===== src/rtl/pipelined_control_unit.sv =====
// rtl/pipelined_control_unit.sv - ID decode plus ID/EX, EX/MEM, MEM/WB control pipeline for a 5-stage RV32I core
module pipelined_control_unit #(
    parameter int REG_AW    = 5,
    parameter int ALUCTRL_W = 4,
    parameter int CNT_W     = 32
) (
    input  logic                 clk,
    input  logic                 rst,
    input  logic                 valid_d,
    input  logic [6:0]           op,
    input  logic [2:0]           funct3,
    input  logic [6:0]           funct7,
    input  logic [REG_AW-1:0]    rd_d,
    input  logic                 stall_d,
    input  logic                 flush_e,
    input  logic                 mem_stall,
    input  logic                 zero_e,
    input  logic                 lt_e,
    input  logic                 ltu_e,
    output logic                 illegal_d,
    output logic [ALUCTRL_W-1:0] alu_control_e,
    output logic                 alusrc_e,
    output logic                 pcsrc_e,
    output logic [REG_AW-1:0]    rd_e,
    output logic [REG_AW-1:0]    rd_m,
    output logic [REG_AW-1:0]    rd_w,
    output logic                 regwrite_e,
    output logic                 regwrite_m,
    output logic                 regwrite_w,
    output logic                 memwrite_m,
    output logic [1:0]           result_src_m,
    output logic [1:0]           result_src_w,
    output logic                 illegal_sticky,
    output logic [CNT_W-1:0]     retired_cnt
);
    localparam logic [ALUCTRL_W-1:0] ALU_ADD  = ALUCTRL_W'(0);
    localparam logic [ALUCTRL_W-1:0] ALU_SUB  = ALUCTRL_W'(1);
    localparam logic [ALUCTRL_W-1:0] ALU_AND  = ALUCTRL_W'(2);
    localparam logic [ALUCTRL_W-1:0] ALU_OR   = ALUCTRL_W'(3);
    localparam logic [ALUCTRL_W-1:0] ALU_XOR  = ALUCTRL_W'(4);
    localparam logic [ALUCTRL_W-1:0] ALU_SLT  = ALUCTRL_W'(5);
    localparam logic [ALUCTRL_W-1:0] ALU_SLTU = ALUCTRL_W'(6);
    localparam logic [ALUCTRL_W-1:0] ALU_SLL  = ALUCTRL_W'(7);
    localparam logic [ALUCTRL_W-1:0] ALU_SRL  = ALUCTRL_W'(8);
    localparam logic [ALUCTRL_W-1:0] ALU_SRA  = ALUCTRL_W'(9);
    localparam logic [ALUCTRL_W-1:0] ALU_PASSB = ALUCTRL_W'(10);
    localparam logic [CNT_W-1:0]     CNT_ONE  = CNT_W'(1);

    // Subtract is only reachable from R-type; I-type funct3=000 is always add.
    function automatic logic [ALUCTRL_W-1:0] alu_from_f3(input logic [2:0] f3,
                                                         input logic f7b5,
                                                         input logic is_r);
        case (f3)
            3'b000:  alu_from_f3 = (is_r && f7b5) ? ALU_SUB : ALU_ADD;
            3'b001:  alu_from_f3 = ALU_SLL;
            3'b010:  alu_from_f3 = ALU_SLT;
            3'b011:  alu_from_f3 = ALU_SLTU;
            3'b100:  alu_from_f3 = ALU_XOR;
            3'b101:  alu_from_f3 = f7b5 ? ALU_SRA : ALU_SRL;
            3'b110:  alu_from_f3 = ALU_OR;
            default: alu_from_f3 = ALU_AND;
        endcase
    endfunction

    logic                 dec_regwrite, dec_memwrite, dec_alusrc, dec_branch, dec_jump, dec_illegal;
    logic [1:0]           dec_result;
    logic [ALUCTRL_W-1:0] dec_alu;

    always_comb begin
        dec_regwrite = 1'b0;
        dec_memwrite = 1'b0;
        dec_alusrc   = 1'b0;
        dec_branch   = 1'b0;
        dec_jump     = 1'b0;
        dec_illegal  = 1'b0;
        dec_result   = 2'b00;
        dec_alu      = ALU_ADD;
        case (op)
            7'b0110011: begin
                dec_regwrite = 1'b1;
                dec_alu      = alu_from_f3(funct3, funct7[5], 1'b1);
                dec_illegal  = (funct7 != 7'b0000000) && (funct7 != 7'b0100000);
            end
            7'b0010011: begin
                dec_regwrite = 1'b1;
                dec_alusrc   = 1'b1;
                dec_alu      = alu_from_f3(funct3, funct7[5], 1'b0);
            end
            7'b0000011: begin
                dec_regwrite = 1'b1;
                dec_alusrc   = 1'b1;
                dec_result   = 2'b01;
            end
            7'b0100011: begin
                dec_memwrite = 1'b1;
                dec_alusrc   = 1'b1;
            end
            7'b1100011: begin
                dec_branch  = 1'b1;
                dec_alu     = ALU_SUB;
                dec_illegal = (funct3 == 3'b010) || (funct3 == 3'b011);
            end
            7'b0110111: begin
                dec_regwrite = 1'b1;
                dec_alusrc   = 1'b1;
                dec_alu      = ALU_PASSB;
            end
            7'b1101111: begin
                dec_regwrite = 1'b1;
                dec_jump     = 1'b1;
                dec_result   = 2'b10;
            end
            default: dec_illegal = 1'b1;
        endcase
        if (dec_illegal) begin
            dec_regwrite = 1'b0;
            dec_memwrite = 1'b0;
            dec_alusrc   = 1'b0;
            dec_branch   = 1'b0;
            dec_jump     = 1'b0;
            dec_result   = 2'b00;
            dec_alu      = ALU_ADD;
        end
        if (rd_d == '0) dec_regwrite = 1'b0;
    end

    assign illegal_d = valid_d && dec_illegal;

    logic       valid_e, memwrite_e, branch_e, jump_e, valid_m, valid_w;
    logic [1:0] result_src_e;
    logic [2:0] funct3_e;
    logic       load_e;

    // A non-instruction in ID enters EX as a bubble, same as a stall or flush.
    assign load_e = valid_d && !stall_d && !flush_e;

    always_ff @(posedge clk or negedge rst) begin
        if (!rst) begin
            valid_e        <= 1'b0;
            regwrite_e     <= 1'b0;
            memwrite_e     <= 1'b0;
            result_src_e   <= 2'b00;
            branch_e       <= 1'b0;
            jump_e         <= 1'b0;
            alusrc_e       <= 1'b0;
            alu_control_e  <= '0;
            funct3_e       <= 3'b000;
            rd_e           <= '0;
            valid_m        <= 1'b0;
            regwrite_m     <= 1'b0;
            memwrite_m     <= 1'b0;
            result_src_m   <= 2'b00;
            rd_m           <= '0;
            valid_w        <= 1'b0;
            regwrite_w     <= 1'b0;
            result_src_w   <= 2'b00;
            rd_w           <= '0;
            illegal_sticky <= 1'b0;
            retired_cnt    <= '0;
        end else if (!mem_stall) begin
            valid_e       <= load_e;
            regwrite_e    <= load_e && dec_regwrite;
            memwrite_e    <= load_e && dec_memwrite;
            result_src_e  <= load_e ? dec_result : 2'b00;
            branch_e      <= load_e && dec_branch;
            jump_e        <= load_e && dec_jump;
            alusrc_e      <= load_e && dec_alusrc;
            alu_control_e <= load_e ? dec_alu : '0;
            funct3_e      <= load_e ? funct3 : 3'b000;
            rd_e          <= load_e ? rd_d : '0;
            valid_m       <= valid_e;
            regwrite_m    <= regwrite_e;
            memwrite_m    <= memwrite_e;
            result_src_m  <= result_src_e;
            rd_m          <= rd_e;
            valid_w       <= valid_m;
            regwrite_w    <= regwrite_m;
            result_src_w  <= result_src_m;
            rd_w          <= rd_m;
            if (load_e && dec_illegal) illegal_sticky <= 1'b1;
            if (valid_w) retired_cnt <= retired_cnt + CNT_ONE;
        end
    end

    logic cond_e;

    always_comb begin
        cond_e = 1'b0;
        case (funct3_e)
            3'b000:  cond_e = zero_e;
            3'b001:  cond_e = !zero_e;
            3'b100:  cond_e = lt_e;
            3'b101:  cond_e = !lt_e;
            3'b110:  cond_e = ltu_e;
            3'b111:  cond_e = !ltu_e;
            default: cond_e = 1'b0;
        endcase
    end

    assign pcsrc_e = valid_e && (jump_e || (branch_e && cond_e));
endmodule


===== config.mk =====
export PLATFORM = sky130hd
export DESIGN_NAME = pipelined_control_unit
export DESIGN_NICKNAME = d
export VERILOG_FILES = /design/src/rtl/pipelined_control_unit.sv
export SDC_FILE = /design/constraint.sdc
export NUM_CORES = 1
export LEC_CHECK = 0
export BUFFER_PORTS_ARGS = -buffer_cell sky130_fd_sc_hd__buf_2
export CAP_MARGIN = 20
export CORE_MARGIN = 2
export CORE_UTILIZATION = 55
export CTS_BUF_LIST = sky130_fd_sc_hd__clkbuf_4 sky130_fd_sc_hd__clkbuf_8 sky130_fd_sc_hd__clkbuf_16
export CTS_CLUSTER_SIZE = 25
export DETAILED_ROUTE_END_ITERATION = 7
export HOLD_SLACK_MARGIN = 0.1
export PLACE_DENSITY_LB_ADDON = 0.15
export SYNTH_ARGS = -nofsm -noshare
export SYNTH_HDL_FRONTEND = slang
export SYNTH_SLANG_ARGS = --single-unit

===== constraint.sdc =====
create_clock -name clk -period 3.2 [get_ports clk]
set_input_delay 0.48 -clock clk [delete_from_list [all_inputs] [get_ports clk]]
set_output_delay 0.48 -clock clk [all_outputs]
set_load 0.03 [all_outputs]

# After elaboration in Yosys (flattened, before gate mapping)
# Index checks and enable logic that the tools add are counted.
# word_totals
out_inout_bits,63
ff_bits,72
# classes
n_bitwise,1
reduce_logical,28
add_sub_neg,1
n_eq_ne,19
muxes,25
# op_table
op,n
$pmux W4 S7,2
$add A32 B1 Y32 const B,1
$eq A3 B3 Y1 const B,7
$eq A7 B6 Y1 const B,3
$pmux W4 S4,1
$eq A7 B7 Y1 const B,2
$mux W1,13
$logic_and A1 B1 Y1,12
$reduce_or A5 Y1,2
$mux W4,2
$eq A7 B2 Y1 const B,1
$eq A7 B5 Y1 const B,1
$ne A7 B6 Y1 const B,1
$reduce_bool A7 Y1,1
$eq A3 B1 Y1 const B,2
$eq A3 B2 Y1 const B,2
$logic_not A3 Y1,2
$pmux W1 S6,1
$logic_not A1 Y1,5
$logic_not A5 Y1,1
$mux W5,1
$mux W2,2
$pmux W2 S2,1
$reduce_and A2 Y1,2
other kinds (5),6

# Longest topological paths before layout
# Gate-level depths: netlist of run 1.
# logic_depth
depth_word,6
ltp_mapped,6

# Worst setup path before layout of run 1
# Ideal clock, no wire load.
# synth_timing
path_kind,input -> output
start,in op[2]
end,out illegal_d
n_path_buf,1
cell_stages,6
t_arrival_ps,1700
setup_slack_ps,1020
path_cell_list,buf_2 and4bb_2 nand2_1 a31o_2 o2111ai_2 and2_1
# synth_between
elab_chain_cells,4
# synth_rtl
item,line,text
start: declaration,10,"input logic [6:0] op,"
$eq A7 B5 Y1 (tied with other cells),78,case (op)
$reduce_or A5 Y1 (no source line),-,
$pmux W1 S3 (*),78,
$logic_and A1 B1 Y1 (*),127,assign illegal_d = valid_d && dec_illegal;
end: declaration,20,"output logic illegal_d,"
# Every way passes the cells marked *; elsewhere a longest branch is shown, timed or not.

# Worst setup path after layout of run 1
# layout_timing
start,in op[6]
end,out illegal_d
# The elaborated chain is that of the path after synthesis.

==> reports/summary.txt, run 1 <==
RR Startpoint -> valid_w
Worst path max stage delay -> 0.32 ns
status -> completed
all-layer global routing usage -> 20.7%
Fin. Hold Viols -> 0
post-synth top area share -> 55.8%
Initial Util -> 57.5%
CP max-delay cell -> and2b_1
vias -> 2438
placed instance count -> 429
crit end category -> primary output
Post-route DRC -> 0
Layout area overhead -> 24.9%
ys flop type -> dfrtp_1
worst-path cell chain -> buf_2 -> and2b_1 -> o41ai_1 -> a31o_2 -> o2111ai_2 -> and2_1 -> buf_2
H-tree depth -> 3
num rows -> 27
maximum VDD drop -> 0.280 mV
setup TNS -> 0 ns
Slew Viols, Final -> 0
synth top area cells -> dfrtp_1 (56%), mux2_2 (7.1%), xnor2_1 (6.9%)
NumNets Final -> 400
post-synth cell types -> 43
antenna cell count -> 0
CP startpoint kind -> primary input
f_max -> 429 MHz
Post-CTS Setup Inserts -> 0
DR pass1 iterations -> 4
Post-synth EDFFs -> 0
Worst-Margin Slew -> 0.922 ns
Critical Path RT -> 2.72 ns
CTS clk-pin slew, worst paths -> 0.07 ns
syn_area_per_cell -> 11.8 um^2
FILL cells -> 418
I/O Buffers -> 93
HP Class -> primary input to async pin
WP data arrival -> 1.85 ns
biggest area consumer among synthesized cells -> dfrtp_1
CTS Buf Count -> 9
P_leak -> 2.07 nW
Final GP Congestion -> 0.846
final WL -> 6340 um
Reg2Reg Setup Slack -> 1.31 ns
most common cell in the synthesized netlist -> dfrtp_1
vias per cell -> 5.48
Slew HR -> 38.6%
pre-CTS WS -> 0.873 ns
critical path's most frequent cell -> buf_2
post-route ant nets -> 0
Finished Layout Cells -> 445
syn_nets -> 301
CTS tree -> done
pin count of the biggest net entering global routing -> 44
Post-synth ARST share -> 100%
Synth Warn # -> 0
reg2reg path depth -> 5
Synth Cell Area -> 3180 um^2
root buf cell -> clkbuf_8
crit share post-route -> 72.8%
dpl hpwl -> 4610 um
Max Cap Viol -> 0
Pwr Density -> 516 nW/um^2
hold slack -> 0.274 ns
layout cells sized above 1 -> 38.6%
crit-path max FO -> 7
Synth Register Bits -> 71
I/O Pins -> 94
Clk Latency, worst-skew pair -> 0.33 ns
Final WS setup -> 0.871 ns
initial antenna violation count -> 0
post-synthesis sequential area ratio -> 55.8%
vias in the first global route -> 2215
top cells by count, synth -> dfrtp_1 (71), nand2_1 (33), xnor2_1 (25)
Die Span X -> 80.1 um
Bufs on Longest Clock Path -> 2
Die Y-Extent -> 80.1 um
Mapped Cells -> 269
1st-iter DRT viols -> 90
crit path time final -> 2.33 ns
hold-fix buffers at CTS -> 0
Setup Crit Path Kind -> primary input to primary output
final core occ -> 71.7%
full die area -> 6410 um^2
Sinks on Clock Net -> 71
average wire per standard cell -> 14.3 um
first-pass GRT wire length -> 10100 um
core area -> 5540 um^2
PostCTS Resize Cnt -> 0
RSZ-0062 raised after global routing -> no
Final setup viols -> 0
clk_skew -> 0.00648 ns
total gr overflow -> 0
FF-to-FF End -> retired_cnt[23]
through the flow:
stage,area (um^2),power (mW)
after global routing,3980,2.14
after CTS,3980,2.07
after detailed placement,3730,1.23
after floorplan,3180,1.14
after global placement,3730,1.23
final,3980,2.05
routing by layer:
layer	wire, um	global-route usage (%)
met5	0	0
met4	95	8.31
met3	420	5.28
met2	3060	32.9
met1	2770	27.1
worst max-delay path, delay by kind of cell:
| kind | cells | cell delay, ns |
|---|---|---|
| AOI/OAI and AO/OA | 3 | 0.56 |
| buffers and inverters | 2 | 0.32 |
| and+or+nand+nor | 2 | 0.49 |
power breakdown:
part	switching [mW]	internal [mW]	leakage, nW
logic	0.155	0.0865	0.971
clock network	0.306	0.533	0.126
registers	0.0379	0.932	0.976
flip-flops by register name (all words and copies together), names as in the netlist, 2 cells and up:
register       count
alu_control_e      4
funct3_e           3
rd_e               5
rd_m               5
rd_w               5
result_src_m       2
result_src_w       2
retired_cnt       32
placed cells by master, fill, tap and decap left out, types with 4 or more instances in the layout:
cell type,n
xor2_1,10
o21ai_0,8
and2_1,4
a22o_1,9
nand2_1,33
mux2_2,20
buf_2,93
nor2_1,14
dfrtp_1,71
nand4_1,9
xnor2_1,25
buf_4,4
nand3_1,14
clkbuf_8,13
area by class of cell:
type | count | area (um^2) | area share, %
clock buffer | 14 | 186 | 4.69
multi-input combinational | 188 | 1360 | 34.3
sequential | 71 | 1780 | 44.7
inverter | 1 | 3.75 | 0.0944
clock inverter | 2 | 60.1 | 1.51
timing repair buffer | 97 | 495 | 12.5
tap | 72 | 90.1 | 2.27
worst max path at each step:
stage	from	slack (ns)	to
finish	op[6]	0.87	illegal_d
detailed placement	op[2]	0.87	illegal_d
floorplan	op[2]	1.02	illegal_d
CTS	op[6]	0.87	illegal_d
global placement	op[6]	0.89	illegal_d
global route	op[6]	0.74	illegal_d
cells by family (layout without fill, tap and decap cells):
| family | count (synthesis) | after routing | share of synthesized area [%] |
|---|---|---|---|
| compound gates | 34 | 34 | 7.98 |
| mux | 22 | 22 | 7.70 |
| xor+xnor | 35 | 35 | 9.63 |
| flops | 71 | 71 | 55.8 |
| buf+inv | 10 | 114 | 1.38 |
| fa+ha+maj | 1 | 1 | 0.393 |
| simple gates | 96 | 96 | 17.1 |
(Power assumes the default switching activity.)
==> inputs of run 2 (changes only) <==
--- a/config.mk
+++ b/config.mk
@@ -5,10 +5,11 @@
 export SDC_FILE = /design/constraint.sdc
 export NUM_CORES = 1
 export LEC_CHECK = 0
+export ABC_AREA = 1
 export BUFFER_PORTS_ARGS = -buffer_cell sky130_fd_sc_hd__buf_2
 export CAP_MARGIN = 20
 export CORE_MARGIN = 2
-export CORE_UTILIZATION = 55
+export CORE_UTILIZATION = 54
 export CTS_BUF_LIST = sky130_fd_sc_hd__clkbuf_4 sky130_fd_sc_hd__clkbuf_8 sky130_fd_sc_hd__clkbuf_16
 export CTS_CLUSTER_SIZE = 25
 export DETAILED_ROUTE_END_ITERATION = 7
==> constraint.sdc (replaced) <==
create_clock -name clk -period 2.3 [get_ports clk]
set_input_delay 0.345 -clock clk [delete_from_list [all_inputs] [get_ports clk]]
set_output_delay 0.345 -clock clk [all_outputs]
set_load 0.03 [all_outputs]
==> reports/summary.txt, run 2 <==
first-pass GRT wire length -> 15600 um (was 10100 um)
Critical Path RT -> 1.96 ns (was 2.72 ns)
Setup Crit Path Kind -> primary input to primary output (unchanged)
Final GP Congestion -> 0.891 (was 0.846)
syn_area_per_cell -> 7.30 um^2 (was 11.8 um^2)
Sinks on Clock Net -> 71 (unchanged)
Largest register FFs -> 32 (unchanged)
CP max-delay cell -> nor2_2 (was and2b_1)
NumNets Final -> 654 (was 400)
status -> completed (unchanged)
Die Y-Extent -> 88.0 um (was 80.1 um)
post-synth top area share -> 46.6% (was 55.8%)
most common cell in the synthesized netlist -> nand2_1 (was dfrtp_1)
Slew Viols, Final -> 0 (unchanged)
dpl hpwl -> 6700 um (was 4610 um)
final WL -> 9280 um (was 6340 um)
all-layer global routing usage -> 25.7% (was 20.7%)
root buf cell -> clkbuf_8 (unchanged)
Initial Util -> 56.1% (was 57.5%)
Reg2Reg Setup Slack -> 0.46 ns (was 1.31 ns)
WP data arrival -> 1.62 ns (was 1.85 ns)
CTS clk-pin slew, worst paths -> 0.07 ns (about the same)
1st-iter DRT viols -> 256 (was 90)
CTS tree -> done (unchanged)
crit-path max FO -> 7 (unchanged)
Die Span X -> 88.0 um (was 80.1 um)
commonest non-fill, non-tap cells in the layout -> nand2_1 (199), buf_2 (93), dfrtp_1 (71) (was buf_2 (93), dfrtp_1 (71), nand2_1 (33))
worst-path cell chain -> buf_2 -> inv_1 -> nand2_1 -> nor2_2 -> nand2_1 -> inv_1 -> nand2_1 -> nand2_1 -> nor2_4 -> nor2_1 -> buf_2 (was buf_2 -> and2b_1 -> o41ai_1 -> a31o_2 -> o2111ai_2 -> and2_1 -> buf_2)
PostCTS Resize Cnt -> 0 (unchanged)
Mapped Cells -> 522 (was 269)
antenna cell count -> 0 (unchanged)
Bufs on Longest Clock Path -> 2 (unchanged)
HP Class -> primary input to register (was primary input to async pin)
Worst path max stage delay -> 0.21 ns (was 0.32 ns)
syn_nets -> 554 (was 301)
vias per cell -> 4.99 (was 5.48)
hold slack -> 0.250 ns (was 0.274 ns)
full die area -> 7740 um^2 (was 6410 um^2)
pin count of the biggest net entering global routing -> 72 (was 44)
total gr overflow -> 0 (unchanged)
clk_skew -> 0.00964 ns (was 0.00648 ns)
maximum VDD drop -> 0.308 mV (was 0.280 mV)
Synth Register Bits -> 71 (unchanged)
initial antenna violation count -> 0 (unchanged)
vias -> 3611 (was 2438)
Top reg by flops -> retired_cnt (unchanged)
Post-synth ARST share -> 100% (unchanged)
setup TNS -> 0 ns (unchanged)
Pwr Density -> 636 nW/um^2 (was 516 nW/um^2)
I/O Buffers -> 93 (unchanged)
Synth Warn # -> 0 (unchanged)
biggest area consumer among synthesized cells -> dfrtp_1 (unchanged)
CTS Buf Count -> 9 (unchanged)
DR pass1 iterations -> 5 (was 4)
core area -> 6790 um^2 (was 5540 um^2)
Post-CTS Setup Inserts -> 0 (unchanged)
Post-synth EDFFs -> 0 (unchanged)
num rows -> 30 (was 27)
I/O Pins -> 94 (unchanged)
post-synth cell types -> 29 (was 43)
Fin. Hold Viols -> 0 (unchanged)
crit path time final -> 1.97 ns
Clk Latency, worst-skew pair -> 0.35 ns (was 0.33 ns)
crit share post-route -> 85.5%
critical path's most frequent cell -> nand2_1 (was buf_2)
P_leak -> 2.48 nW (was 2.07 nW)
post-route ant nets -> 0 (unchanged)
layout cells sized above 1 -> 20.6% (was 38.6%)
ys flop type -> dfrtp_1 (unchanged)
f_max -> 509 MHz
average wire per standard cell -> 12.8 um (was 14.3 um)
Slew HR -> 65.9% (was 38.6%)
top cells by count, synth -> nand2_1 (199), dfrtp_1 (71), inv_1 (64) (was dfrtp_1 (71), nand2_1 (33), xnor2_1 (25))
Worst-Margin Slew -> 0.510 ns (was 0.922 ns)
Max Cap Viol -> 0 (unchanged)
crit end category -> primary output (unchanged)
synth top area cells -> dfrtp_1 (47%), nand2_1 (20%), inv_1 (6.3%) (was dfrtp_1 (56%), mux2_2 (7.1%), xnor2_1 (6.9%))
Synth Cell Area -> 3810 um^2 (was 3180 um^2)
post-synthesis sequential area ratio -> 46.6% (was 55.8%)
vias in the first global route -> 3423 (was 2215)
Post-route DRC -> 0 (unchanged)
RSZ-0062 raised after global routing -> no (unchanged)
FILL cells -> 587 (was 418)
Final setup viols -> 0 (unchanged)
commonest non-fill, non-tap cell in the layout -> nand2_1 (was buf_2)
H-tree depth -> 3 (unchanged)
CP startpoint kind -> primary input (unchanged)
Layout area overhead -> 21.7% (was 24.9%)
[run 2: changes by cell type after synthesis, sizes merged, moves of 5 or more]
cell / before / now
a22o: 9 / 0
o21ai: 9 / 23
xnor2: 25 / 6
nand4: 12 / 3
xor2: 10 / 17
inv: 1 / 67
o22ai: 0 / 7
nand2: 33 / 200
nand3: 14 / 27
buf: 6 / 1
mux2: 20 / 0
nor2: 14 / 71
nor3: 4 / 10
[run 2: layout make-up]
cell class	count	area, um^2	area share (%)
clock inverter	5	81.3	1.75
tap	96	120	2.59
sequential	71	1780	38.3
inverter	67	251	5.43
multi-input combinational	376	1750	37.7
clock buffer	11	145	3.13
timing repair buffer	97	510	11.0
[run 2: timing repair]
item | in CTS | in global routing
setup endpoints to repair | 0 | 0
hold buffers | 1 | 0
hold endpoints to repair | 71 | 0
[run 2: routing by layer]
| layer | track usage (%) | share of wire [%] |
|---|---|---|
| met5 | 0 | 0 |
| met4 | 9.65 | 1.6 |
| met3 | 3.11 | 5.7 |
| met2 | 40.0 | 45 |
| met1 | 37.0 | 48 |
[run 2: cell families after synthesis]
logic type                 count (synthesis)  share of synthesized area [%]
buffers and inverters                     75                           7.42
DFF                                       71                           46.6
adders and majority gates                  1                          0.328
xor gates and xnor gates                  23                           5.29
and+or+nand+nor                          313                           34.4
AOI/OAI and AO/OA                         39                           5.88
[run 2: worst max-delay path: cells and delay by family]
kind / cells / cell delay, ns
buffers and inverters: 4 / 0.49
and+or+nand+nor: 7 / 0.77
[run 2: power breakdown]
group,leakage [nW],total (mW),switching [mW],internal [mW]
registers,0.954,1.38,0.0772,1.31
clock network,0.113,1.12,0.472,0.653
logic,1.41,0.439,0.310,0.129
[run 2: final timing paths]
check                      cells past startpoint           start               to
setup / recovery                              11           op[3]        illegal_d
hold / removal                                 3         rd_d[0]          rd_e[0]
hold reg to reg                                2         rd_w[4]          rd_w[4]
setup reg to reg                               9  retired_cnt[0]  retired_cnt[28]
max in group asynchronous                      3             rst  retired_cnt[30]
min in group asynchronous                      3             rst          rd_w[2]
[run 2: through the flow]
stage / utilization, % / setup slack, ns / cell area (um^2) / instances / total power [mW]
4_1_cts: 68.2 / 0.324 / 4630 / 723 / 2.97
5_1_grt: 68.2 / 0.190 / 4630 / 723 / 3.08
3_5_place_dp: 64.7 / 0.335 / 4400 / 706 / 1.84
3_3_place_gp: 64.7 / 0.458 / 4400 / 706 / 1.83
6_report: 68.2 / 0.334 / 4630 / 723 / 2.95
2_1_floorplan: - / 0.493 / 3810 / 522 / 1.67
==> inputs of run 3 (changes only) <==
--- a/config.mk
+++ b/config.mk
@@ -9,7 +9,7 @@
 export BUFFER_PORTS_ARGS = -buffer_cell sky130_fd_sc_hd__buf_2
 export CAP_MARGIN = 20
 export CORE_MARGIN = 2
-export CORE_UTILIZATION = 54
+export CORE_UTILIZATION = 48
 export CTS_BUF_LIST = sky130_fd_sc_hd__clkbuf_4 sky130_fd_sc_hd__clkbuf_8 sky130_fd_sc_hd__clkbuf_16
 export CTS_CLUSTER_SIZE = 25
 export DETAILED_ROUTE_END_ITERATION = 7
==> constraint.sdc (replaced) <==
create_clock -name clk -period 1.61 [get_ports clk]
set_input_delay 0.2415 -clock clk [delete_from_list [all_inputs] [get_ports clk]]
set_output_delay 0.2415 -clock clk [all_outputs]
set_load 0.03 [all_outputs]
==> reports/summary.txt, run 3 (synthesis results as in run 2) <==
status -> finished, violations left (was completed)
failing checks -> setup timing
H-tree depth -> 3 (unchanged)
Hold Crit Depth -> 3 (unchanged)
hold slack -> 0.137 ns (was 0.250 ns)
final WL -> 9150 um (was 9280 um)
maximum VDD drop -> 0.546 mV (was 0.308 mV)
post-route ant nets -> 0 (unchanged)
Final GP Congestion -> 0.917 (was 0.891)
Slew Viols, Final -> 0 (unchanged)
HP Class -> primary input to register (unchanged)
CTS clk-pin slew, worst paths -> 0.08 ns (was 0.07 ns)
Tot Pwr -> 4.11 mW (was 2.95 mW)
Die Span X -> 93.1 um (was 88.0 um)
Top reg by flops -> retired_cnt (unchanged)
I/O Pins -> 94 (unchanged)
full die area -> 8660 um^2 (was 7740 um^2)
WP data arrival -> 1.44 ns (was 1.62 ns)
FILL cells -> 740 (was 587)
worst-path cell chain -> inv_2 -> nand2_2 -> o211ai_1 -> nand3_1 -> nand2_1 -> nand2_1 -> a21oi_2 -> buf_6 (was buf_2 -> inv_1 -> nand2_1 -> nor2_2 -> nand2_1 -> inv_1 -> nand2_1 -> nand2_1 -> nor2_4 -> nor2_1 -> buf_2)
RSZ-0062 raised after global routing -> yes (was no)
P_leak -> 2.52 nW (was 2.48 nW)
vias per cell -> 4.80 (was 4.99)
Largest register FFs -> 32 (unchanged)
Fin. Hold Viols -> 0 (unchanged)
Clk Latency, worst-skew pair -> 0.33 ns (was 0.35 ns)
crit path time final -> 1.68 ns
DR pass1 iterations -> 5 (unchanged)
vias -> 3559 (was 3611)
area occupied by registers -> 1780 um^2 (about the same)
Final WS setup -> -0.0743 ns (was 0.334 ns)
Post-CTS Setup Inserts -> 0 (unchanged)
root buf cell -> clkbuf_8 (unchanged)
final core occ -> 62.1% (was 68.2%)
f_max -> 594 MHz
Pwr Density -> 860 nW/um^2 (was 636 nW/um^2)
Bufs on Longest Clock Path -> 2 (unchanged)
met2 Resource Use GR -> 38.2% (was 40.0%)
Worst path max stage delay -> 0.39 ns (was 0.21 ns)
Final setup viols -> 1 (was 0)
CTS Buf Count -> 9 (unchanged)
total gr overflow -> 0 (unchanged)
I/O Buffers -> 93 (unchanged)
first-pass GRT wire length -> 15300 um (was 15600 um)
initial antenna violation count -> 0 (unchanged)
pin count of the biggest net entering global routing -> 72 (unchanged)
1st-iter DRT viols -> 204 (was 256)
crit-path max FO -> 4 (was 7)
all-layer global routing usage -> 22.1% (was 25.7%)
num rows -> 32 (was 30)
crit end category -> primary output (unchanged)
antenna cell count -> 0 (unchanged)
clk_skew -> 0.0122 ns (was 0.00964 ns)
CP startpoint kind -> register (was primary input)
commonest non-fill, non-tap cells in the layout -> nand2_1 (194), buf_2 (91), dfrtp_1 (69) (was nand2_1 (199), buf_2 (93), dfrtp_1 (71))
critical path's most frequent cell -> nand2_1 (unchanged)
Slew HR -> 64.1% (was 65.9%)
Sinks on Clock Net -> 71 (unchanged)
Initial Util -> 49.5% (was 56.1%)
dpl hpwl -> 6880 um (was 6700 um)
Layout area overhead -> 25.4% (was 21.7%)
commonest non-fill, non-tap cell in the layout -> nand2_1 (unchanged)
NumNets Final -> 666 (was 654)
area of the multi-input gates -> 1810 um^2 (was 1750 um^2)
GR peak layer -> met2 (unchanged)
Die Y-Extent -> 93.1 um (was 88.0 um)
M3 GR Usage -> 3.46% (was 3.11%)
core area -> 7690 um^2 (was 6790 um^2)
crit share post-route -> 105%
average wire per standard cell -> 12.3 um (was 12.8 um)
Worst-Margin Slew -> 0.538 ns (was 0.510 ns)
M1 GR Usage -> 28.2% (was 37.0%)
CTS tree -> done (unchanged)
reg2reg path depth -> 9 (unchanged)
Max Cap Viol -> 0 (unchanged)
CP max-delay cell -> dfrtp_1 (was nor2_2)
Post-route DRC -> 0 (unchanged)
layout cells sized above 1 -> 24.9% (was 20.6%)
vias in the first global route -> 3447 (was 3423)
Critical Path RT -> 1.37 ns (was 1.96 ns)
Setup Crit Path Kind -> register to primary output (was primary input to primary output)
==> run 3: cell types whose count changed in the layout (fill, tap and decap cells not counted), moves of 5 or more <==
cell,delta
nor2_1,-7
nand2_2,+5
nor2_2,+5
buf_4,+13
nand2_1,-5
==> run 3: final cells by class <==
type / count / area share [%]
well taps: 102 / 2.67
multi-input cells: 376 / 37.9
clock buffers: 11 / 2.91
repair buffers: 109 / 12.8
flip-flops and latches: 71 / 37.3
clock inverters: 5 / 1.23
inverters: 67 / 5.27
==> run 3: repair_timing <==
item / CTS / global route
hold endpoints to repair: 71 / 0
hold buffers: 1 / 0
pin swaps: 0 / 3
setup endpoints to repair: 1 / 9
gates resized for setup: 4 / 18
==> run 3: worst paths after layout <==
check | startpoint | slack, ns | end
setup / recovery | funct3_e[2] | -0.07 | pcsrc_e
hold / removal | rd_d[0] | 0.14 | rd_e[0]
setup reg to reg | retired_cnt[1] | 0.10 | retired_cnt[28]
hold reg to reg | illegal_sticky | 0.48 | illegal_sticky
max in group asynchronous | rst | 0.84 | retired_cnt[1]
min in group asynchronous | rst | 0.46 | rd_w[2]
==> run 3: where the power goes <==
group | switching [mW] | internal (mW) | leakage, nW | total (mW)
combinational | 0.490 | 0.227 | 1.47 | 0.717
clock | 0.682 | 0.752 | 0.0964 | 1.43
sequential | 0.0875 | 1.87 | 0.952 | 1.96
total | 1.26 | 2.85 | 2.52 | 4.11
==> run 3: through the flow <==
stage	instances	setup TNS, ns	instance area [um^2]	worst slack [ns]
floorplan	522	0	3820	0.0106
global placement	724	0	4510	0.0559
detailed placement	724	0	4510	0.0286
CTS	741	-0.0785	4730	-0.0785
global route	741	-0.208	4780	-0.175
finish	741	-0.0743	4780	-0.0743
==> run 3: layer usage <==
layer | part of all wire, % | vias up | wire length [um]
li1 | - | 1826 | -
met1 | 46 | 1646 | 4230
met2 | 49 | 81 | 4470
met3 | 4.1 | 6 | 379
met4 | 0.75 | 0 | 69
met5 | 0 | - | 0
==> run 3: critical path, delay by kind of cell (launching register included) <==
kind                   cells  cell delay [ns]
AOI/OAI and AO/OA          2             0.22
buffers and inverters      2             0.22
DFF                        1             0.39
and+or+nand+nor            4             0.28
